`src/rtl/mem_arb_pkg.sv`:
```
// ============================================================================
//  mem_arb_pkg : state and grant-select encodings shared by the memory arbiter
//  Revision    : 1.0
// ============================================================================
`default_nettype none

package mem_arb_pkg;

    // One-hot arbiter states
    localparam logic [2:0] ARB_IDLE  = 3'b001;
    localparam logic [2:0] ARB_GNT_I = 3'b010;
    localparam logic [2:0] ARB_GNT_D = 3'b100;

    // Grant select, also the encoding of the last-served port
    localparam logic ARB_SEL_I = 1'b0;
    localparam logic ARB_SEL_D = 1'b1;

endpackage

`default_nettype wire

```
`src/rtl/mem_arb_pick.sv`:
```
// ============================================================================
//  mem_arb_pick : chooses which port to grant from the pending requests.
//                 MEM_ARB_RR_EN selects round-robin tie-breaking, else D wins.
//  Revision     : 1.0
// ============================================================================
`default_nettype none

module mem_arb_pick
    import mem_arb_pkg::*;
(
    input  logic req_i_i,
    input  logic req_d_i,
    input  logic last_grant_i,
    output logic sel_o
);

    // Result only matters when at least one request is present
    always_comb begin
        sel_o = ARB_SEL_D;
        if (req_i_i && !req_d_i) begin
            sel_o = ARB_SEL_I;
        end
`ifdef MEM_ARB_RR_EN
        else if (req_i_i && req_d_i && (last_grant_i == ARB_SEL_D)) begin
            sel_o = ARB_SEL_I;
        end
`endif
    end

`ifndef MEM_ARB_RR_EN
    logic unused_last_grant;
    assign unused_last_grant = last_grant_i;
`endif

endmodule

`default_nettype wire

```
`src/rtl/mem_arbiter.sv`:
```
// ============================================================================
//  mem_arbiter : shares one single-ported memory between the instruction and
//                data ports of the core. Optional macro: MEM_ARB_RR_EN.
//  Revision    : 1.0
// ============================================================================
`default_nettype none

module mem_arbiter
    import mem_arb_pkg::*;
#(
    parameter int AW = 32,
    parameter int DW = 32
) (
    input  logic              clk,
    input  logic              rst,
    input  logic [AW-1:0]     i_addr,
    input  logic              i_rstrb,
    output logic [DW-1:0]     i_rdata,
    output logic              i_rbusy,
    input  logic [AW-1:0]     d_addr,
    input  logic [DW-1:0]     d_wdata,
    input  logic [DW/8-1:0]   d_wmask,
    input  logic              d_wstrb,
    input  logic              d_rstrb,
    output logic [DW-1:0]     d_rdata,
    output logic              d_rbusy,
    output logic              d_wbusy,
    output logic [AW-1:0]     mem_addr,
    output logic [DW-1:0]     mem_wdata,
    output logic [DW/8-1:0]   mem_wmask,
    output logic              mem_wstrb,
    output logic              mem_rstrb,
    input  logic [DW-1:0]     mem_rdata,
    input  logic              mem_busy
);

    logic [2:0] state_q;
    logic [2:0] state_d;
    logic       w_req_i;
    logic       w_req_d;
    logic       w_pick_i;
    logic       w_pick_d;
    logic       w_sel;
    logic       w_last_grant;
    logic       w_done_i;
    logic       w_done_d;

    assign w_req_i  = i_rstrb;
    assign w_req_d  = d_rstrb | d_wstrb;
    assign w_done_i = (state_q == ARB_GNT_I) && w_req_i && !mem_busy;
    assign w_done_d = (state_q == ARB_GNT_D) && w_req_d && !mem_busy;

    // The port currently holding the grant is excluded, so a completing
    // grant hands over directly to the other port or falls back to IDLE.
    assign w_pick_i = w_req_i && (state_q != ARB_GNT_I);
    assign w_pick_d = w_req_d && (state_q != ARB_GNT_D);

    mem_arb_pick u_pick (
        .req_i_i      (w_pick_i),
        .req_d_i      (w_pick_d),
        .last_grant_i (w_last_grant),
        .sel_o        (w_sel)
    );

`ifdef MEM_ARB_RR_EN
    logic last_grant_q;
    logic last_grant_d;

    always_comb begin
        last_grant_d = last_grant_q;
        if (w_done_i) begin
            last_grant_d = ARB_SEL_I;
        end else if (w_done_d) begin
            last_grant_d = ARB_SEL_D;
        end
    end

    always_ff @(posedge clk) begin
        if (rst) begin
            last_grant_q <= ARB_SEL_I;
        end else begin
            last_grant_q <= last_grant_d;
        end
    end

    assign w_last_grant = last_grant_q;
`else
    assign w_last_grant = ARB_SEL_I;
`endif

    always_ff @(posedge clk) begin
        if (rst) begin
            state_q <= ARB_IDLE;
        end else begin
            state_q <= state_d;
        end
    end

    always_comb begin
        state_d = state_q;
        case (state_q)
            ARB_IDLE: begin
                if (w_pick_i || w_pick_d) begin
                    state_d = (w_sel == ARB_SEL_D) ? ARB_GNT_D : ARB_GNT_I;
                end
            end
            ARB_GNT_I: begin
                if (!w_req_i) begin
                    state_d = ARB_IDLE;
                end else if (!mem_busy) begin
                    state_d = w_pick_d ? ARB_GNT_D : ARB_IDLE;
                end
            end
            ARB_GNT_D: begin
                if (!w_req_d) begin
                    state_d = ARB_IDLE;
                end else if (!mem_busy) begin
                    state_d = w_pick_i ? ARB_GNT_I : ARB_IDLE;
                end
            end
            default: state_d = ARB_IDLE;
        endcase
    end

    // Strobes follow the granted port combinationally, so an abort
    // drops them in the same cycle the requester lets go.
    always_comb begin
        mem_addr  = '0;
        mem_wdata = '0;
        mem_wmask = '0;
        mem_wstrb = 1'b0;
        mem_rstrb = 1'b0;
        i_rbusy   = i_rstrb;
        d_rbusy   = d_rstrb;
        d_wbusy   = d_wstrb;
        case (state_q)
            ARB_GNT_I: begin
                mem_addr  = i_addr;
                mem_rstrb = i_rstrb;
                i_rbusy   = i_rstrb & mem_busy;
            end
            ARB_GNT_D: begin
                mem_addr  = d_addr;
                mem_wdata = d_wdata;
                mem_wmask = d_wmask;
                mem_wstrb = d_wstrb;
                mem_rstrb = d_rstrb;
                d_rbusy   = d_rstrb & mem_busy;
                d_wbusy   = d_wstrb & mem_busy;
            end
            default: ;
        endcase
    end

    assign i_rdata = mem_rdata;
    assign d_rdata = mem_rdata;

endmodule

`default_nettype wire

```
`config.mk`:
```
export PLATFORM = sky130hd
export DESIGN_NAME = mem_arbiter
export DESIGN_NICKNAME = d
export VERILOG_FILES = /design/src/rtl/mem_arb_pkg.sv /design/src/rtl/mem_arb_pick.sv /design/src/rtl/mem_arbiter.sv
export SDC_FILE = /design/constraint.sdc
export NUM_CORES = 1
export LEC_CHECK = 0
export ABC_AREA = 1
export CORE_AREA = 2 2 106 108
export CTS_BUF_LIST = sky130_fd_sc_hd__clkbuf_4
export DETAILED_ROUTE_END_ITERATION = 16
export DIE_AREA = 0 0 108 110
export SLEW_MARGIN = 0
export SYNTH_ARGS = -nofsm -noshare
export SYNTH_HDL_FRONTEND = slang
export SYNTH_SLANG_ARGS = --single-unit
```
`constraint.sdc`:
```
create_clock -name clk -period 1.4 [get_ports clk]
set_clock_uncertainty 0.05 [all_clocks]
set_input_delay 0.28 -clock clk [delete_from_list [all_inputs] [get_ports clk]]
set_output_delay 0.28 -clock clk [all_outputs]
set_load 0.02 [all_outputs]
```
# Word-level counts from Yosys, hierarchy flattened

Index checks and enable logic that the tools add are counted.

Memory bits (writable): 0
Flip-flop bits (word level): 3
Logic and storage cells: 36
Output and inout bits: 137
Bits in read-only memories: 0
Memories kept: 0
Bits in latches: 0

Eq/ne operators: 8
Bitwise logic cells: 4
Multiply operators: 0
$add $sub $neg: 0
Mux-type cells: 17
Shifts and indexed selects: 0
$lt $le $gt $ge: 0
Reductions and logical operators: 6
Div/mod/pow operators: 0

Operator list:

| operator                                                                 | number |
|---|---|
| 32-bit one-hot mux with 2 select lines                                   | 1 |
| 32-bit two-way mux                                                       | 1 |
| 3-bit two-way mux                                                        | 7 |
| 3-bit inequality test (second input constant)                            | 3 |
| 3-bit one-hot mux with 3 select lines                                    | 1 |
| 1-bit two-way mux                                                        | 4 |
| 4-bit two-way mux                                                        | 1 |
| 1-bit bitwise AND                                                        | 3 |
| 3-bit by 1-bit equality test with 1-bit output (second input constant)   | 1 |
| 3-bit by 2-bit equality test with 1-bit output (second input constant)   | 1 |
| 3-bit equality test (second input constant)                              | 1 |
| 1-bit logical AND                                                        | 3 |
| 3-bit by 2-bit inequality test with 1-bit output (second input constant) | 1 |
| 3-bit AND reduction                                                      | 1 |
| 2-bit two-way mux                                                        | 1 |
| 2-bit inequality test (second input constant)                            | 1 |
| 1-bit one-hot mux with 2 select lines                                    | 1 |
| 1-bit zero test                                                          | 1 |
| 1-bit logical OR                                                         | 1 |
| 1-bit bitwise OR                                                         | 1 |

# Depth between registers and ports, before layout

Depth in word-level cells: 7
Mapped depth: 9

# Hierarchy

Synthesis repeated with hierarchy kept, for this count alone.

Cell total of the unflattened synthesis: 233
Area total of the unflattened synthesis: 1395.1 µm²

Modules (own cells, without submodules):

| module       | sequential area each (µm²) | instances | area an instance (µm²) | cells an instance |
|---|---|---|---|---|
| mem_arbiter  | 60.1                       | 1         | 1387.6                 | 231 |
| mem_arb_pick | 0.0                        | 1         | 7.5                    | 2 |

# Least setup slack after synthesis

Ideal clock, no wire load.

Kind: register to output
From: register state_q[1]
To: output mem_rstrb
Data required time: 1.070 ns
Data arrival time: 1.195 ns
Slack: -0.125 ns
Cell stages (with the launch flop): 5
Path through: dfxtp_1 nor2_2 nand2_2 buf_2 o21ai_0

Cells in the longest elaborated chain, start to end: 2
Elaborated cells between the ends (all ways): 3
Those cells by class: eq/ne: 2; mux: 1

RTL lines:

| item                                                                                  | line               | text |
|---|---|---|
| from (decl)                                                                           | mem_arbiter.sv:37  | `logic [2:0] state_q;` |
| from (signal assigned)                                                                | mem_arbiter.sv:95  | `state_q <= state_d;` |
| 3-bit equality test or 3-bit by 2-bit equality test with 1-bit output (tied branches) | mem_arbiter.sv:136 | `case (state_q)` |
| 1-bit one-hot mux with 2 select lines (*)                                             | mem_arbiter.sv:136 |  |
| to (decl)                                                                             | mem_arbiter.sv:32  | `output logic mem_rstrb,` |

Every way passes the cells marked *; elsewhere a longest branch is shown, timed or not.

# Final worst setup path

From: register state_q[1]
To: output mem_addr[29]

Cells in the longest elaborated chain, start to end: 2
Elaborated cells between the ends (all ways): 3
Those cells by class: eq/ne: 2; mux: 1

RTL lines:

| item                                                                                  | line               | text |
|---|---|---|
| 3-bit equality test or 3-bit by 2-bit equality test with 1-bit output (tied branches) | mem_arbiter.sv:136 |  |
| 32-bit one-hot mux with 2 select lines (*)                                            | mem_arbiter.sv:136 |  |
| to (decl)                                                                             | mem_arbiter.sv:28  | `output logic [AW-1:0] mem_addr,` |

Marked as above.

==> impl_metrics.json <==
{
  "viasPerCell": 3.72,
  "netlist_top_cells_count": "buf_4, inv_1, nor2_1, a22o_1, nand2_1",
  "finalHoldViolations": 0,
  "cp.arrival_ps": 1330,
  "grt_pass1_wl_um": 8650,
  "clock_sink_count": 3,
  "finalNetCount": 503,
  "critPathMaxStageDelay_ps": 350,
  "p_int_w": 0.00105,
  "worstPathCellList": "nor2_4 > nand2_4 > inv_8 > buf_12 > a22o_1 > buf_6",
  "crit_required_ps": 1070,
  "fmaxAchievable_mhz": 601,
  "placed_area_sq_um": 2970,
  "drt_iter0_drc": 45,
  "hold_path_class": "primary input to output port",
  "io_buffer_count": 178,
  "max_flop_register": "state_q",
  "slowest_stage": "dfxtp_4",
  "p_sw_share_pct": 42.6,
  "drv_cap": 0,
  "worst_setup_path_start_kind": "flip-flop",
  "p_switching_w": 0.000782,
  "diodes": 0,
  "grt_pass1_vias": 1714,
  "syn_area_per_cell_sq_um": 6.00,
  "violations": "negative setup slack",
  "setup_viol": 73,
  "numCtsBuffers": 3,
  "yosysWarnings": 0,
  "worst_setup_path_end_kind": "output port",
  "power_leakage_nw": 1.59,
  "worst_slack_ps": -265,
  "design.core.area_sq_um": 10700,
  "clkPwrFrac_pct": 9.3,
  "wirelength_um": 6870,
  "cpLargestDelayFamily": "buffers and inverters",
  "ctsLongestPathBuffers": 2,
  "die_area_sq_um": 11900,
  "cts_hold_buf": 0,
  "syn_to_final_growth_pct": 128,
  "ys_seq_elements": 3,
  "dr.pass1.iters": 4,
  "power.density_nw_per_um2": 581,
  "worstSetupPathType": "flip-flop to output port",
  "grt.overflow.total": 0,
  "start_util_pct": 13.0,
  "via_count": 1873,
  "power.share.sequential_pct": 7.7,
  "postRouteAntennaNets": 0,
  "antenna_found_initial": 0,
  "num_io_pins": 275,
  "worst_slew_pin_slew_ps": 206,
  "drive_gt1_share_pct": 36.3,
  "die_w_um": 108,
  "clk_latency_ps": 240,
  "synth_cells": 231,
  "yosysSeqAreaShare_pct": 4.33,
  "slew_headroom_pct": 86.2,
  "rsz0062_at_grt": "yes",
  "syn-cell-area_sq_um": 1390,
  "critPathBufInv": 3,
  "place_inst": 493,
  "yosysTopAreaCell": "buf_4",
  "rows": 38,
  "grt_max_degree": 42,
  "clkTransAtPathRegs_ps": 30,
  "fin_area_sq_um": 3160,
  "place_congestion": 0.813,
  "track_usage_pct": 9.11,
  "status": "finished, violations left",
  "p_comb_share_pct": 83.0,
  "synth_edf_count": 0,
  "yosysTopAreaCellShare_pct": 37.4,
  "cts_root_buffer": "clkbuf_4",
  "ir_worst_vdd_v": 0.000297,
  "crit_fanout": 12,
  "die_h_um": 110,
  "final_cells": 504,
  "period_share_pct": 119,
  "largest_registers": "state_q (3)",
  "final_util_pct": 29.5,
  "maxSlewViolCount": 0,
  "dp_hpwl_um": 5270,
  "h-tree-depth": 1,
  "ys_top_cells_by_area": "buf_4, a22o_1, inv_1, nor2_1, dfxtp_1",
  "period_needed_ps": 1660,
  "synth_ff_type": "dfxtp_1",
  "cts_tree": "built",
  "drc": 0,
  "routedWlPerCell_um": 13.6,
  "yosysMostFrequentCell": "buf_4",
  "largest_register_ffs": 3,
  "async_flop_share_pct": 0,
  "syn_nets": 369,
  "ys_types": 18
}
[placed cells by master, fill, tap and decap left out, types with 2 or more instances in the layout]
master	synthesis	routed
clkbuf_4	0	4
inv_8	0	2
inv_2	3	5
buf_12	0	3
dlymetal6s2s_1	0	2
nand2_4	0	3
nand2_1	14	12
a22o_1	32	31
buf_4	69	53
nor2_2	1	5
inv_1	44	39
clkbuf_16	0	2
buf_6	0	40
nand2_2	3	2
a21oi_2	1	3
nor2_1	42	37
nand3_1	5	4
nand3_2	2	2
clkdlybuf4s50_1	0	102
dfxtp_4	0	2
nand4_1	2	2
[cell families after synthesis]
kind of cell           after synthesis  synth area share (%)
AOI/OAI and AO/OA                   38                  22.7
buffers and inverters              121                  51.8
DFF                                  3                  4.33
and+or+nand+nor                     69                  21.1
[power groups by stage]
| stage | Clock, W | Sequential [W] | Combinational [W] |
|---|---|---|---|
| after floorplan | 0 | 0.000123 | 0.000879 |
| after CTS | 0.000177 | 0.000132 | 0.00136 |
| final | 0.000171 | 0.000141 | 0.00152 |
| after global routing | 0.000182 | 0.000146 | 0.00162 |
| after detailed placement | 0 | 0.000124 | 0.00140 |
| after global placement | 0 | 0.000123 | 0.00139 |
[repair_timing]
item	in CTS	in global routing
cloned	0	4
gates resized for setup	331	112
endpoints found under the setup margin	76	76
pin swaps	6	7
endpoints found under the hold margin	0	0
setup buffers	0	3
[through the flow]
stage | total power, W | TNS (ps) | worst slack [ps] | hold slack [ps]
finish | 0.00184 | -14150 | -265 | 510
global route | 0.00195 | -19000 | -316 | 510
CTS | 0.00167 | -16680 | -312 | 510
detailed placement | 0.00152 | -35240 | -627 | 510
global placement | 0.00152 | -34410 | -602 | 510
floorplan | 0.00100 | -1680 | -83.9 | 292
[per-layer routing]
layer / wire length (um) / vias up / part of all wire, % / global-route usage (%)
li1: - / 923 / - / -
met1: 2840 / 853 / 41 / 11.7
met2: 3490 / 78 / 51 / 14.9
met3: 440 / 19 / 6.4 / 2.18
met4: 97 / 0 / 1.4 / 3.30
met5: 0 / - / 0 / 0
[worst register-to-register path, delay by kind of cell, from the launching register on]
family                 cells  cell delay (ps)
AND/OR/NAND/NOR            8              660
buffers and inverters      1              190
flip-flops                 1              350
[final cells by class]
class	count	area [sq um]
sequential	3	68.8
multi-input combinational	107	678
fill	1163	7540
tap	140	175
timing repair buffer	203	2010
inverter	47	194
clock buffer	4	30.0
[final timing paths]
path                      from           end  slack [ps]  depth (start not counted)
setup reg to reg    state_q[1]    state_q[1]          30                          9
hold / removal    mem_rdata[1]    i_rdata[1]         510                          0
hold reg to reg     state_q[2]    state_q[2]         610                          3
setup / recovery    state_q[1]  mem_addr[29]        -260                          6
(Power assumes the default switching activity.)
